File: src/rtl/mul_seq_ctrl.sv
// Sequential radix-4 Booth multiplier: one partial-product generator and one
// 2*WIDTH adder stepped over WIDTH/2 cycles. MUL_EARLY_TERM_EN enables early exit.
module mul_seq_ctrl #(
    parameter  int WIDTH = 32,
    localparam int N     = WIDTH / 2,
    localparam int IW    = $clog2(N) + 1
) (
    input  logic             clk,
    input  logic             clr,
    input  logic             start,
    input  logic [WIDTH-1:0] M,
    input  logic [WIDTH-1:0] Q,
    output logic             busy,
    output logic             done,
    output logic [WIDTH-1:0] res_hi,
    output logic [WIDTH-1:0] res_lo,
    output logic [IW-1:0]    iter
);

    localparam logic [IW-1:0] N_L = IW'(N);

    typedef enum logic [1:0] {IDLE, RUN, DONE} state_t;

    state_t             state;
    logic [WIDTH-1:0]   mr;
    logic [WIDTH:0]     qs;
    logic [2*WIDTH-1:0] acc;
    logic [2*WIDTH-1:0] mx;
    logic [2*WIDTH-1:0] pp;
    logic [2*WIDTH-1:0] acc_nxt;
    logic [IW-1:0]      iter_nxt;
    logic               skip;

    // Booth digit selection on the sign-extended multiplicand; negation at
    // 2*WIDTH bits keeps -M and -2M of the most-negative value exact.
    always_comb begin
        mx = {{WIDTH{mr[WIDTH-1]}}, mr};
        pp = '0;
        case (qs[2:0])
            3'b001, 3'b010: pp = mx;
            3'b011:         pp = mx << 1;
            3'b100:         pp = -(mx << 1);
            3'b101, 3'b110: pp = -mx;
            default:        pp = '0;
        endcase
        acc_nxt  = acc + (pp << {iter, 1'b0});
        iter_nxt = iter + 1'b1;
`ifdef MUL_EARLY_TERM_EN
        // All-zero or all-one multiplier remainder only yields 000/111 codes.
        skip = (qs == '0) || (qs == '1);
`else
        skip = 1'b0;
`endif
    end

    always_ff @(posedge clk) begin
        if (clr) begin
            state  <= IDLE;
            busy   <= 1'b0;
            done   <= 1'b0;
            res_hi <= '0;
            res_lo <= '0;
            iter   <= '0;
            acc    <= '0;
            mr     <= '0;
            qs     <= '0;
        end else begin
            case (state)
                IDLE, DONE: begin
                    done <= 1'b0;
                    if (start) begin
                        mr    <= M;
                        qs    <= {Q, 1'b0};
                        acc   <= '0;
                        iter  <= '0;
                        busy  <= 1'b1;
                        state <= RUN;
                    end else begin
                        state <= IDLE;
                    end
                end
                RUN: begin
                    if (skip) begin
                        state  <= DONE;
                        busy   <= 1'b0;
                        done   <= 1'b1;
                        res_hi <= acc[2*WIDTH-1:WIDTH];
                        res_lo <= acc[WIDTH-1:0];
                    end else begin
                        acc  <= acc_nxt;
                        qs   <= $signed(qs) >>> 2;
                        iter <= iter_nxt;
                        if (iter_nxt == N_L) begin
                            state  <= DONE;
                            busy   <= 1'b0;
                            done   <= 1'b1;
                            res_hi <= acc_nxt[2*WIDTH-1:WIDTH];
                            res_lo <= acc_nxt[WIDTH-1:0];
                        end
                    end
                end
                default: begin
                    state <= IDLE;
                    busy  <= 1'b0;
                    done  <= 1'b0;
                end
            endcase
        end
    end

endmodule

File: config.mk
export PLATFORM = sky130hd
export DESIGN_NAME = mul_seq_ctrl
export DESIGN_NICKNAME = d
export VERILOG_FILES = /design/src/rtl/mul_seq_ctrl.sv
export SDC_FILE = /design/constraint.sdc
export NUM_CORES = 1
export LEC_CHECK = 0
export BUFFER_PORTS_ARGS = -buffer_cell sky130_fd_sc_hd__clkbuf_2
export CORE_ASPECT_RATIO = 0.5
export CORE_UTILIZATION = 55
export CTS_BUF_LIST = sky130_fd_sc_hd__clkbuf_4
export DETAILED_ROUTE_END_ITERATION = 8
export GPL_TIMING_DRIVEN = 0
export PLACE_DENSITY = 0.78
export SLEW_MARGIN = 5
export SYNTH_ARGS = -nofsm -noshare
export SYNTH_HDL_FRONTEND = slang
export SYNTH_SLANG_ARGS = --single-unit
File: constraint.sdc
create_clock -name clk -period 12.62 [get_ports clk]
set_clock_uncertainty 0.2 [all_clocks]
set_input_delay 2.524 -clock clk [delete_from_list [all_inputs] [get_ports clk]]
set_output_delay 2.524 -clock clk [all_outputs]
set_load 0.005 [all_outputs]
Word-level counts from Yosys, hierarchy flattened
Index checks and enable logic that the tools add are counted.
{"block": "word_totals", "inputBits": 67, "romBits": 0, "regBits": 202, "n_memories": 0, "mem_bits_rw": 0, "elab_cells": 51, "latchBits": 0}
{"block": "classes", "reduce_logical": 11, "muxes": 13, "mul": 0, "div": 0, "n_addsub": 4, "magnitude_cmp": 0, "eq_ne": 11, "shift": 1, "n_bitwise": 1}
{"operator": "64-bit one-hot mux with 4 select lines", "count": 1}
{"operator": "64-bit negator", "count": 2}
{"operator": "64-bit one-hot mux with 2 select lines", "count": 1}
{"operator": "33-bit one-hot mux with 2 select lines", "count": 1}
{"operator": "64-bit adder", "count": 1}
{"operator": "64-bit two-way mux", "count": 1}
{"operator": "64-bit by 6-bit left shift with 64-bit output", "count": 1}
{"operator": "33-bit two-way mux", "count": 1}
{"operator": "5-bit one-hot mux with 2 select lines", "count": 1}
{"operator": "3-bit equality test (second input constant)", "count": 3}
{"operator": "2-bit AND reduction", "count": 4}
{"operator": "2-bit OR reduction", "count": 4}
{"operator": "3-bit by 2-bit equality test with 1-bit output (second input constant)", "count": 2}
{"operator": "5-bit by 1-bit adder with 5-bit output (second input constant)", "count": 1}
{"operator": "5-bit equality test (second input constant)", "count": 1}
{"operator": "5-bit two-way mux", "count": 1}
{"operator": "2-bit != test (second input constant)", "count": 2}
{"operator": "2-bit one-hot mux with 2 select lines", "count": 1}
{"operator": "3-bit by 1-bit equality test with 1-bit output (second input constant)", "count": 1}
{"operator": "1-bit two-way mux", "count": 3}
{"operator": "3-bit AND reduction", "count": 1}
{"operator": "2-bit by 1-bit equality test with 1-bit output (second input constant)", "count": 1}
{"operator": "2-bit equality test (second input constant)", "count": 1}
{"operator": "2-bit logical NOT", "count": 1}
{"operator": "4 further kinds", "count": 4}

Depth between registers and ports, before layout
{"block": "logic_depth", "ltp_word": 6, "mapped_depth": 31}

Worst setup path after synthesis
OpenSTA, ideal clock, no wires.
{"block": "synth_timing", "path_type": "register -> register", "startpoint": "register mr[0]", "endpoint": "register res_hi[30]", "n_path_buf": 5, "synth_period_minus_slack_ns": 6.449, "slack_ns": 6.171, "arrival_ns": 6.187, "path_stages_with_launch": 31, "required_ns": 12.358, "path_cell_list": "dfxtp_1 > clkbuf_1 > inv_1 > ha_1 > or4b_1 > buf_2 > or4_4 > buf_6 > buf_6 > buf_6 > o31ai_2 > xnor2_1 > a221o_1 > mux2i_1 > mux2_2 > nand2_1 > nand2_1 > o22a_1 > nor2_1 > ha_1 > and3_1 > nand4_1 > nor3_1 > o21ai_0 > a31o_2 > a21oi_1 > a31oi_1 > o31ai_1 > a31oi_1 > or4_1 > nand3_1"}
{"block": "synth_between", "elab_chain_len": 4, "elab_cells_between_ends": 5, "classes_between": "3 x add/sub; 1 x shift; 1 x mux"}
{"element": "from (decl)", "line": "25", "text": "logic [WIDTH-1:0] mr;"}
{"element": "from (signal assigned)", "line": "65", "text": "mr <= '0;"}
{"element": "from (signal assigned)", "line": "72", "text": "mr <= M;"}
{"element": "64-bit negator, on equally long branches", "line": "43, 42"}
{"element": "64-bit one-hot mux with 4 select lines (*)", "line": "39", "text": "case (qs[2:0])"}
{"element": "64-bit by 6-bit left shift with 64-bit output (*)", "line": "46", "text": "acc_nxt = acc + (pp << {iter, 1'b0});"}
{"element": "64-bit adder (*)", "line": "46"}
{"element": "to (signal assigned)", "line": "87", "text": "res_hi <= acc[2*WIDTH-1:WIDTH];"}
{"element": "to (signal assigned)", "line": "97", "text": "res_hi <= acc_nxt[2*WIDTH-1:WIDTH];"}
{"element": "to (decl)", "line": "15", "text": "output logic [WIDTH-1:0] res_hi,"}
Every way passes the cells marked *; elsewhere a longest branch is shown, timed or not.
A chain may end at the register's enable or synchronous reset.

Final worst setup path
{"block": "layout_timing", "startpoint": "register qs[2]", "endpoint": "register res_hi[12]"}
{"block": "layout_between", "elab_chain_len": 5, "elab_cells_between_ends": 11, "classes_between": "1 x add/sub; 6 x eq/ne; 1 x shift; 1 x mux; 2 x reduce/logical"}
{"element": "from (decl)", "line": "26", "text": "logic [WIDTH:0] qs;"}
{"element": "from (signal assigned)", "line": "73", "text": "qs <= {Q, 1'b0};"}
{"element": "from (signal assigned)", "line": "91", "text": "qs <= $signed(qs) >>> 2;"}
{"element": "3-bit equality test (tied with other cells)", "line": "39"}
{"element": "2-bit OR reduction", "line": "39"}
{"element": "64-bit one-hot mux with 4 select lines (*)", "line": "39"}
{"element": "64-bit by 6-bit left shift with 64-bit output (*)", "line": "46"}
{"element": "64-bit adder (*)", "line": "46"}
Marks and branches as above.

==> impl_metrics.tcl <==
set metrics [dict create \
    status "completed" \
    max_stage_delay_ns 0.71 \
    syn_nets 2248 \
    clkPwrFrac_pct 28.7 \
    layout_min_cycle_time_ns 8.58 \
    drtIter0Drc 2433 \
    grt_pass1_wl_um 93400 \
    cts.sinks 202 \
    firstDrtPassIters 6 \
    synthTopCellsByCount "nand2_1, a21oi_1, dfxtp_1" \
    worstPathArrival_ns 8.98 \
    cts-resized-gates 0 \
    vias_per_cell 6.51 \
    yosysMostFrequentCell "nand2_1" \
    crit_path_top_delay_cell "o311ai_0" \
    combPwrFrac_pct 34.7 \
    setup_slack_ns 4.04 \
    ys_warn_count 0 \
    powerDensity_nw_per_um2 110 \
    dieArea_um2 28500 \
    critPathLaunch "qs[2]" \
    cts_made_buffers 48 \
    path_max_fanout 10 \
    yosysTopAreaCellShare_pct 26.4 \
    reg2reg_to "res_hi[12]" \
    antenna_found_initial 4 \
    ys_seq_area_share_pct 26.4 \
    row_count 42 \
    pin_count 138 \
    start_util_pct 56.9 \
    tns_ns 0 \
    hp-class "flip-flop to flip-flop" \
    gr-usage-all-layers_pct 42.6 \
    ir_drop_v 0.000101 \
    die_w_um 238 \
    cts_max_level 2 \
    power_switching_uw 766 \
    crit_required_ns 13.02 \
    drv_cap 0 \
    netlist.top_cell.by_area "dfxtp_1" \
    hpwlAfterDp_um 48300 \
    die_y_um 120 \
    relSlewSlack_pct 11.6 \
    fin_nets 2437 \
    hold_viol_final 0 \
    drv_slew 0 \
    portBuffers 137 \
    criticalPathCategory "flip-flop to flip-flop" \
    gp_congestion 1.10 \
    vias 17700 \
    ff2ff_path_depth 23 \
    max_freq_mhz 117 \
    ant_nets 0 \
    drc 0 \
    timing.final.crit_share_pct 67.9 \
    path_delay_family "compound AO/OA/AOI/OAI gates" \
    cts_root_buf "clkbuf_4" \
    synthTopCellsByArea "dfxtp_1, nand2_1, a21oi_1, ha_1, nor2_1" \
    r2r_start "qs[2]" \
    core_area_um2 26900 \
    postCtsSetupRepairBufs 0 \
    cp-start-kind "flip-flop" \
    synth_cells 2113 \
    cts_tree "yes" \
    clk_pin_slew_ns 0.07 \
    end_kind "flip-flop" \
    syn_area_um2 15300 \
    hold_depth 2 \
    internal-power_mw 1.11 \
    synth.avg_cell_area_um2 7.24 \
    synth_edf_count 0 \
    regToRegSetupSlack_ns 4.04 \
    synthFlopType "dfxtp_1" \
    endpoint "res_hi[12]" \
    grt_pass1_vias 15700 \
    routedWlPerCell_um 22.7 \
    crit_cells 23 \
    netSwitchingFraction_pct 40.9 \
    drive_gt1_share_pct 11.9 \
    sequentialPowerShare_pct 36.5 \
    leakage_nw 7.06 \
    routed_wl_um 61600 \
    clk_latency_ns 0.74 \
    pre_cts_ws_ns 4.60 \
    critical_path.cell_chain "clkbuf_1, clkbuf_1, buf_1, clkbuf_1, nand3_1, mux2i_1, o21ai_0, mux2_2, a21oi_1, mux2i_1, nor2_1, ha_1, and4_1, nand2_1, a211oi_1, o311ai_0, o21ai_0, a31oi_1, o21ai_0, a221o_1, a41oi_1, nor4_1, a311o_1" \
    grt_max_degree 16 \
    cts_hold_buf 0 \
    worst_pin_slew_ns 1.31 \
    async_flop_share_pct 0 \
    setup_viol 0 \
    grt_remaining_overflow 0 \
    synthToLayoutAreaGrowth_pct 11.6 \
    ys_types 89 \
    rsz0062_at_grt "false" \
    ys_ff_latch 202 \
    critPathBufInv 4 \
    clk_path_buf_depth 3 \
]
## metal layers
layer	GRT usage (%)	up-vias	wire [um]
met4	8.99	0	1160
met2	56.2	1156	22900
li1	-	8071	-
met5	0	-	0
met1	63.1	8330	27500
met3	17.0	105	10100
## power groups by stage
| stage | clock, mW | combinational [mW] | sequential [mW] |
|---|---|---|---|
| detailed placement | 0 | 0.615 | 0.698 |
| floorplan | 0 | 0.420 | 0.692 |
| global route | 0.576 | 0.690 | 0.687 |
| CTS | 0.539 | 0.617 | 0.684 |
| finish | 0.538 | 0.651 | 0.685 |
| global placement | 0 | 0.609 | 0.697 |
## cell families (layout without fill, tap and decap cells)
logic type                 count (synthesis)  in the layout  share of synthesized area [%]
adders and majority gates                 68             68                           5.61
buffers and inverters                    216            438                           5.53
other                                      0              5                              0
AOI/OAI and AO/OA                        680            680                           29.7
muxes                                     60             60                           4.35
and+or+nand+nor                          800            800                           23.5
xor gates and xnor gates                  87             87                           4.98
DFF                                      202            202                           26.4
## registers in the layout, indices dropped and copies added, names as in the netlist
name,count
acc,64
qs,33
mr,32
res_hi,32
res_lo,32
iter,5
state,2
busy,1
done,1
## cells in the final DEF (no fill, tap or decap), drive strengths merged, types with 19 or more instances in the layout
cell	count
nand2	361
clkbuf	352
a21oi	232
dfxtp	202
nor2	202
o21ai	86
ha	67
xnor2	54
a22o	47
nand3	42
a21o	39
a311oi	37
mux2i	35
inv	35
xor2	33
buf	32
a22oi	31
a31oi	28
nand4	26
o31ai	25
nor3	24
mux2	22
a211oi	19
## cell type report
type	count	area [um2]
Antenna cell	5	12.5
Buffer	180	711
Clock buffer	65	488
Clock inverter	18	86.3
Fill cell	2543	9830
Inverter	36	135
Multi-Input combinational cell	1695	10400
Sequential cell	202	4040
Tap cell	374	468
Timing Repair Buffer	139	708
## worst min-delay path by stage
stage / startpoint / endpoint / slack (ns)
2_1_floorplan: qs[31] / qs[31] / 0.24
3_3_place_gp: res_hi[0] / res_hi[0] / 0.24
3_5_place_dp: res_lo[15] / res_lo[15] / 0.25
4_1_cts: res_lo[6] / res_lo[6] / 0.25
5_1_grt: res_hi[3] / res_hi[3] / 0.27
6_report: res_lo[6] / res_lo[6] / 0.25
## worst reg2reg max path: stages (launching register included)
cell and delay (ns):
dfxtp_1 0.36, clkbuf_1 0.41, clkbuf_1 0.52, buf_1 0.56, clkbuf_1 0.62, nand3_1 0.15
mux2i_1 0.16, o21ai_0 0.16, mux2_2 0.35, a21oi_1 0.33, mux2i_1 0.27, nor2_1 0.32
ha_1 0.35, and4_1 0.26, nand2_1 0.08, a211oi_1 0.07, o311ai_0 0.71, o21ai_0 0.40
a31oi_1 0.51, o21ai_0 0.32, a221o_1 0.47, a41oi_1 0.43, nor4_1 0.12, a311o_1 0.36
## per-stage QoR
stage / hold slack (ns) / std cells / instance area, um2 / utilization, % / total power [mW]
floorplan: 0.237 / 2113 / 15300 / - / 1.11
finish: 0.253 / 2714 / 17100 / 63.5 / 1.87
detailed placement: 0.245 / 2626 / 16500 / 61.3 / 1.31
CTS: 0.255 / 2709 / 17100 / 63.4 / 1.84
global placement: 0.242 / 2624 / 16500 / 61.2 / 1.31
global route: 0.273 / 2710 / 17100 / 63.4 / 1.95
Note: power is estimated with default switching activity, not from simulation.
